<file path="src/rtl/kmax_pkg.sv">
// rtl/kmax_pkg.sv - shared FSM state type and rank legality check for kth_max_tracker
package kmax_pkg;

    typedef enum logic [1:0] {
        ST_IDLE = 2'd0,
        ST_RUN  = 2'd1,
        ST_DONE = 2'd2
    } state_e;

    localparam int K_MIN = 1;
    localparam int K_MAX = 8;

    function automatic bit k_legal(input int k);
        return (k >= K_MIN) && (k <= K_MAX);
    endfunction

endpackage

</file>
<file path="src/rtl/kmax_slot.sv">
// rtl/kmax_slot.sv - one rank register of the sorted top-K list with its slot-valid bit
module kmax_slot #(
    parameter int DATA_W = 8
) (
    input  logic              clk,
    input  logic              rst,
    input  logic              clear_i,
    input  logic              ins_i,
    input  logic [DATA_W-1:0] sample_i,
    input  logic [DATA_W-1:0] up_val_i,
    input  logic              up_vld_i,
    input  logic              up_taken_i,
    output logic [DATA_W-1:0] val_o,
    output logic              vld_o,
    output logic              taken_o,
    output logic [DATA_W-1:0] nxt_val_o
);

    logic [DATA_W-1:0] val_q, val_d;
    logic              vld_q, vld_d;

    // An empty slot always accepts; equals do not, so they settle below existing ones.
    assign taken_o = up_taken_i | ~vld_q | (sample_i > val_q);

    always_comb begin
        val_d = val_q;
        vld_d = vld_q;
        if (clear_i) begin
            val_d = '0;
            vld_d = 1'b0;
        end else if (ins_i) begin
            if (up_taken_i) begin
                val_d = up_val_i;
                vld_d = up_vld_i;
            end else if (taken_o) begin
                val_d = sample_i;
                vld_d = 1'b1;
            end
        end
    end

    always_ff @(posedge clk or posedge rst) begin
        if (rst) begin
            val_q <= '0;
            vld_q <= 1'b0;
        end else begin
            val_q <= val_d;
            vld_q <= vld_d;
        end
    end

    assign val_o     = val_q;
    assign vld_o     = vld_q;
    assign nxt_val_o = val_d;

endmodule

</file>
<file path="src/rtl/kth_max_tracker.sv">
// rtl/kth_max_tracker.sv - streaming rank-K maximum finder; RANK_DISTINCT_EN drops duplicate values
module kth_max_tracker
    import kmax_pkg::*;
#(
    parameter int DATA_W = 8,
    parameter int K      = 2,
    parameter int CNT_W  = 3
) (
    input  logic                clk,
    input  logic                rst,
    input  logic                start,
    input  logic [CNT_W-1:0]    count,
    input  logic                valid,
    input  logic [DATA_W-1:0]   data_in,
    output logic                ready,
    output logic                done,
    output logic [DATA_W-1:0]   result,
    output logic [K*DATA_W-1:0] top_flat,
    output logic                underfill
);

    localparam int FILL_W = $clog2(K + 1);
`ifdef RANK_DISTINCT_EN
    localparam bit DISTINCT = 1'b1;
`else
    localparam bit DISTINCT = 1'b0;
`endif

    if (!k_legal(K)) begin : g_k_illegal
        $error("kth_max_tracker: K must lie in 1..8");
    end

    state_e              state_q;
    logic [CNT_W-1:0]    remaining_q;
    logic [FILL_W-1:0]   fill_q, fill_d;
    logic                ready_q, done_q, underfill_q;
    logic [DATA_W-1:0]   result_q;
    logic [K*DATA_W-1:0] top_q;

    logic [DATA_W-1:0]   val     [K];
    logic [DATA_W-1:0]   nxt_val [K];
    logic [DATA_W-1:0]   up_val  [K];
    logic [K-1:0]        vld, taken, up_vld, up_taken;
    logic                clear, ins, dup;
    logic [K*DATA_W-1:0] top_d;
    logic [DATA_W-1:0]   result_d;
    logic                underfill_d;

    for (genvar i = 0; i < K; i++) begin : g_slot
        if (i == 0) begin : g_head
            assign up_val[i]   = '0;
            assign up_vld[i]   = 1'b0;
            assign up_taken[i] = 1'b0;
        end else begin : g_body
            assign up_val[i]   = val[i-1];
            assign up_vld[i]   = vld[i-1];
            assign up_taken[i] = taken[i-1];
        end

        kmax_slot #(.DATA_W(DATA_W)) u_slot (
            .clk        (clk),
            .rst        (rst),
            .clear_i    (clear),
            .ins_i      (ins),
            .sample_i   (data_in),
            .up_val_i   (up_val[i]),
            .up_vld_i   (up_vld[i]),
            .up_taken_i (up_taken[i]),
            .val_o      (val[i]),
            .vld_o      (vld[i]),
            .taken_o    (taken[i]),
            .nxt_val_o  (nxt_val[i])
        );
    end

    always_comb begin
        dup = 1'b0;
        for (int i = 0; i < K; i++) begin
            if (vld[i] && (data_in == val[i])) dup = 1'b1;
        end
    end

    assign clear = (state_q == ST_IDLE) && start;
    assign ins   = (state_q == ST_RUN) && valid && !(DISTINCT && dup);

    // Outputs are captured from next-state values so done coincides with the final list.
    always_comb begin
        fill_d = fill_q;
        if (clear) begin
            fill_d = '0;
        end else if (ins && taken[K-1] && (fill_q < FILL_W'(K))) begin
            fill_d = fill_q + 1'b1;
        end
        top_d = '0;
        for (int i = 0; i < K; i++) begin
            top_d[i*DATA_W +: DATA_W] = nxt_val[i];
        end
        underfill_d = (fill_d < FILL_W'(K));
        result_d    = underfill_d ? '0 : nxt_val[K-1];
    end

    always_ff @(posedge clk or posedge rst) begin
        if (rst) begin
            state_q     <= ST_IDLE;
            remaining_q <= '0;
            fill_q      <= '0;
            ready_q     <= 1'b0;
            done_q      <= 1'b0;
            underfill_q <= 1'b0;
            result_q    <= '0;
            top_q       <= '0;
        end else begin
            fill_q <= fill_d;
            done_q <= 1'b0;
            case (state_q)
                ST_IDLE: begin
                    if (start) begin
                        remaining_q <= count;
                        if (count == '0) begin
                            state_q     <= ST_DONE;
                            done_q      <= 1'b1;
                            underfill_q <= underfill_d;
                            result_q    <= result_d;
                            top_q       <= top_d;
                        end else begin
                            state_q <= ST_RUN;
                            ready_q <= 1'b1;
                        end
                    end
                end
                ST_RUN: begin
                    if (valid) begin
                        remaining_q <= remaining_q - 1'b1;
                        if (remaining_q == CNT_W'(1)) begin
                            state_q     <= ST_DONE;
                            ready_q     <= 1'b0;
                            done_q      <= 1'b1;
                            underfill_q <= underfill_d;
                            result_q    <= result_d;
                            top_q       <= top_d;
                        end
                    end
                end
                ST_DONE: state_q <= ST_IDLE;
                default: state_q <= ST_IDLE;
            endcase
        end
    end

    assign ready     = ready_q;
    assign done      = done_q;
    assign result    = result_q;
    assign top_flat  = top_q;
    assign underfill = underfill_q;

endmodule

</file>
<file path="config.mk">
export PLATFORM = sky130hd
export DESIGN_NAME = kth_max_tracker
export DESIGN_NICKNAME = d
export VERILOG_FILES = /design/src/rtl/kmax_pkg.sv /design/src/rtl/kmax_slot.sv /design/src/rtl/kth_max_tracker.sv
export SDC_FILE = /design/constraint.sdc
export NUM_CORES = 1
export LEC_CHECK = 0
export ABC_AREA = 1
export ABC_CLOCK_PERIOD_IN_PS = 3800
export BUFFER_PORTS_ARGS = -buffer_cell sky130_fd_sc_hd__buf_4
export CORE_MARGIN = 2
export CORE_UTILIZATION = 62
export CTS_BUF_LIST = sky130_fd_sc_hd__clkbuf_16
export CTS_CLUSTER_DIAMETER = 40
export DETAILED_ROUTE_END_ITERATION = 6
export MAX_ROUTING_LAYER = met4
export PLACE_DENSITY = 0.85
export SLEW_MARGIN = 0
export SYNTH_ARGS = -nofsm -noshare
export SYNTH_HDL_FRONTEND = slang
export SYNTH_SLANG_ARGS = --single-unit
</file>
<file path="constraint.sdc">
create_clock -name clk -period 3.8 [get_ports clk]
set_clock_uncertainty 0.05 [all_clocks]
set_input_delay 0 -clock clk [delete_from_list [all_inputs] [get_ports clk]]
set_output_delay 0 -clock clk [all_outputs]
set_load 0.02 [all_outputs]
</file>
==> impl_metrics.csv <==
group,metric,value,unit
synth,yosysSeqAreaShare,43.9,%
power_and_ir_drop,static-leakage-power,1.96,nW
place,place_hpwl,4780,µm
sta,highest_clock_rate,371,MHz
finish,nNetsFinal,452,
route,detailedRoute.firstIterationViolations,317,
critical_path,critPathCaptureType,"flip-flop",
power_and_ir_drop,power.density_cell_area,793,nW/µm²
critical_path,r2r_slack,1.11,ns
critical_path,timing.critical_path.buf_inv,2,
place,placed_cell_area,3280,µm²
clock_network,cts_made_buffers,5,
sta,final_period_minus_worst_setup_slack,2.69,ns
synth,synth_edf_count,0,
floorplanning,initial_core_util,63.6,%
floorplanning,fp-row-count,25,
power_and_ir_drop,power,2.77,mW
sta,setup-tns-final,0,ns
flow_run,maxCapViolCount,0,
critical_path,critical_path.most_common_cell,"sky130_fd_sc_hd__nand2_1",
route,vias,2519,
hold_path,hold_path_startpoint,"data_in[5]",
clock_network,clkSlewWorstSetupHoldPaths,0.07,ns
critical_path,critical_path.reg2reg.endpoint,"top_flat[9]",
synth,synthesis.area,2960,µm²
synth,yosys_warnings,0,
synth,total_nets_after_synthesis,407,
route,drc_errors,0,
global_route,antenna_violations_before_repair,0,
finish,finish.cell_count_without_fillers,474,
clock_network,cts_post_setup_buffers_inserted,0,
floorplanning,die_area,5350,µm²
route,post_drt_wl_per_cell,14.1,µm
synth,synth_compound_gate_area_share,9.84,%
sta,final_slew_viol_count,0,
critical_path,cpMaxStageDelayCell,"sky130_fd_sc_hd__inv_1",
synth,postSynth.asyncResetShare,100,%
synth,postSynthAreaPerCell,7.92,µm²
place,port_buffers,41,
global_route,grt_pass1_vias,2366,
floorplanning,floorplan.die.height,73.1,µm
floorplanning,die_wd,73.1,µm
finish,layout.cell_area.non_filler,3490,µm²
status,outcome,"complete, no violations",
critical_path,worstSetupStartpointType,"flip-flop",
sta,rsz0062_at_grt,"no",
hold_path,whs_endpoint,"g_slot[0].u_slot.val_o[5]",
synth,ys_seq_elements,52,
route,firstDrtPassIters,5,
critical_path,timing.rr.start,"state_q[1]",
critical_path,timing.critical_path.cells,"nor2_1 -> nand2_1 -> inv_1 -> nand2_1 -> nand2_2 -> inv_2 -> nand2_1 -> nand2_1",
hold_path,worst_hold_path.num_cells,3,
sta,tightest_slew,1.07,ns
global_route,pin_count_of_the_biggest_net_entering_global_routing,53,
floorplanning,top_ports,42,
critical_path,crit_arrival,2.83,ns
finish,postLayoutCoreUtil,74.8,%
critical_path,worst-setup-path-type,"reg -> reg",
synth,synth_top_family_by_area,"simple AND/OR/NAND/NOR gates",
synth,post_synth_xor_xnor_area,0,%
synth,post_synth_fa_ha_maj_area_fraction,7.60,%
route,drt-vias-per-instance,5.31,
clock_network,cts-root-to-sink-buffers,2,
finish,syn2layout_area_growth,17.7,%
critical_path,critical_path.max_fanout,24,
sta,fin_crit_sh,70.9,%
synth,dominant_synthesized_flop_cell,"sky130_fd_sc_hd__dfrtp_1",
clock_network,clkLatencyLatePin,0.29,ns
clock_network,cts_root_buf,"sky130_fd_sc_hd__clkbuf_16",
finish,post_route_cells_drive_above_1_share,23.1,%
clock_network,cts.sinks,52,
clock_network,cts-htree-levels,2,
critical_path,worst_path_largest_cell_delay,0.63,ns
global_route,wire_length_of_the_first_global_routing_pass,11000,µm
floorplanning,floorplan.core_area,4660,µm²
critical_path,critical-path-top-delay-family,"simple AND/OR/NAND/NOR gates",
clock_network,tritoncts,"built",
place,gp_congestion,0.901,
route,drt_total_wl,6680,µm
synth,synth_simple_gate_area_share,30.0,%
critical_path,worst-endpoint-required,3.93,ns
synth,post_synth_inst_count,374,
finish,diodes,0,
place,dpl.cell_count,459,
synth,yosysUniqueCellTypes,30,
critical_path,ff2ff_path_depth,8,
route,ant_nets,0,
sta,setup_viol,0,
sta,final_hold_viol_count,0,
sta,maxSlewHeadroom,28.3,%
power_and_ir_drop,vdd.ir_drop.worst,0.521,mV
global_route,grt.total_usage,27.9,%
synth,synth_mux_area_share,0,%
hold_path,hold_path_class,"in -> reg",
global_route,gr-total-overflow,0,
synthesized netlist by cell type, types with 2 or more instances:
master	n	area (µm²)
sky130_fd_sc_hd__a21oi_1	7	35.0
sky130_fd_sc_hd__nor2_1	23	86.3
sky130_fd_sc_hd__buf_4	2	15.0
sky130_fd_sc_hd__nor2_2	2	12.5
sky130_fd_sc_hd__o21ai_2	2	17.5
sky130_fd_sc_hd__nand2_4	2	22.5
sky130_fd_sc_hd__dfrtp_1	52	1300
sky130_fd_sc_hd__inv_1	46	173
sky130_fd_sc_hd__nand4_1	9	56.3
sky130_fd_sc_hd__clkbuf_1	2	7.51
sky130_fd_sc_hd__nand2_1	127	477
sky130_fd_sc_hd__nor2_4	2	22.5
sky130_fd_sc_hd__o21ai_0	13	65.1
sky130_fd_sc_hd__inv_2	4	15.0
sky130_fd_sc_hd__ha_1	18	225
sky130_fd_sc_hd__a21o_1	2	15.0
sky130_fd_sc_hd__nand3_1	13	65.1
sky130_fd_sc_hd__nand2_2	18	113
sky130_fd_sc_hd__buf_6	2	22.5
sky130_fd_sc_hd__buf_2	4	20.0
sky130_fd_sc_hd__a21oi_2	15	131
worst reg2reg max path: stages, from the launching register on:
cell and delay, ns:
sky130_fd_sc_hd__dfrtp_1 0.41, sky130_fd_sc_hd__nor2_1 0.10, sky130_fd_sc_hd__nand2_1 0.46, sky130_fd_sc_hd__inv_1 0.63, sky130_fd_sc_hd__nand2_1 0.18, sky130_fd_sc_hd__nand2_2 0.31
sky130_fd_sc_hd__inv_2 0.25, sky130_fd_sc_hd__nand2_1 0.14, sky130_fd_sc_hd__nand2_1 0.06
flip-flops by register name, indices dropped and copies added, names as in the netlist:
register,flops
done,1
top_flat,16
result,8
ready,1
state_q,2
fill_q,2
g_slot.u_slot.vld_o,2
remaining_q,3
g_slot.u_slot.val_o,16
underfill,1
per-stage QoR:
step | setup slack (ns) | hold WS [ns]
6_report | 1.11 | 0.0289
5_1_grt | 0.902 | 0.0232
4_1_cts | 1.11 | 0.0226
3_5_place_dp | 1.17 | 0.227
3_3_place_gp | 1.37 | 0.231
2_1_floorplan | 1.96 | 0.120
repair_timing:
item,CTS,global route
gates resized for setup,0,0
hold endpoints to repair,58,0
hold buffers,7,0
cell type report:
class | count | area, µm²
Tap cell | 54 | 67.6
Clock inverter | 3 | 15.0
Inverter | 50 | 188
Sequential cell | 52 | 1300
Clock buffer | 5 | 125
Fill cell | 361 | 1170
Multi-Input combinational cell | 261 | 1410
Timing Repair Buffer | 49 | 385
layout by cell type, fill, tap and decap left out, types with 5 or more instances in the layout:
cell type                       instances
sky130_fd_sc_hd__dlygate4sd3_1          7
sky130_fd_sc_hd__o21ai_0               13
sky130_fd_sc_hd__buf_4                 42
sky130_fd_sc_hd__nor2_1                23
sky130_fd_sc_hd__a21oi_1                7
sky130_fd_sc_hd__nand2_2               18
sky130_fd_sc_hd__ha_1                  18
sky130_fd_sc_hd__dfrtp_1               52
sky130_fd_sc_hd__nand4_1                9
sky130_fd_sc_hd__inv_2                  5
sky130_fd_sc_hd__a21oi_2               15
sky130_fd_sc_hd__clkbuf_16              5
sky130_fd_sc_hd__inv_1                 46
sky130_fd_sc_hd__nand3_1               13
sky130_fd_sc_hd__nand2_1              127
cell families after synthesis:
family                     count (synthesis)
AOI/OAI and AO/OA                         43
adders and majority gates                 18
buffers and inverters                     61
DFF                                       52
and+or+nand+nor                          200
per-layer routing:
| layer | part of all wire [%] | GRT usage [%] | vias to the layer above | wire, µm |
|---|---|---|---|---|
| li1 | - | - | 1255 | - |
| met1 | 45 | 36.9 | 1181 | 3040 |
| met2 | 48 | 43.4 | 69 | 3240 |
| met3 | 4.6 | 6.08 | 14 | 309 |
| met4 | 1.4 | 7.82 | 0 | 93 |
| met5 | 0 | - | - | 0 |
power breakdown:
part           internal, mW  total (mW)  switching, mW
Combinational         0.510        1.42          0.906
Sequential            0.780       0.915          0.135
Clock                 0.240       0.436          0.197
worst max-delay path by stage:
stage | cells past startpoint | end | startpoint | slack [ns]
2_1_floorplan | 12 | result[0] | g_slot[0].u_slot.val_o[7] | 1.96
3_3_place_gp | 8 | top_flat[15] | state_q[1] | 1.37
3_5_place_dp | 8 | top_flat[5] | state_q[1] | 1.17
4_1_cts | 8 | top_flat[9] | state_q[1] | 1.11
5_1_grt | 8 | result[4] | state_q[1] | 0.90
6_report | 8 | top_flat[9] | state_q[1] | 1.11
Note: power is estimated with default switching activity, not from simulation.
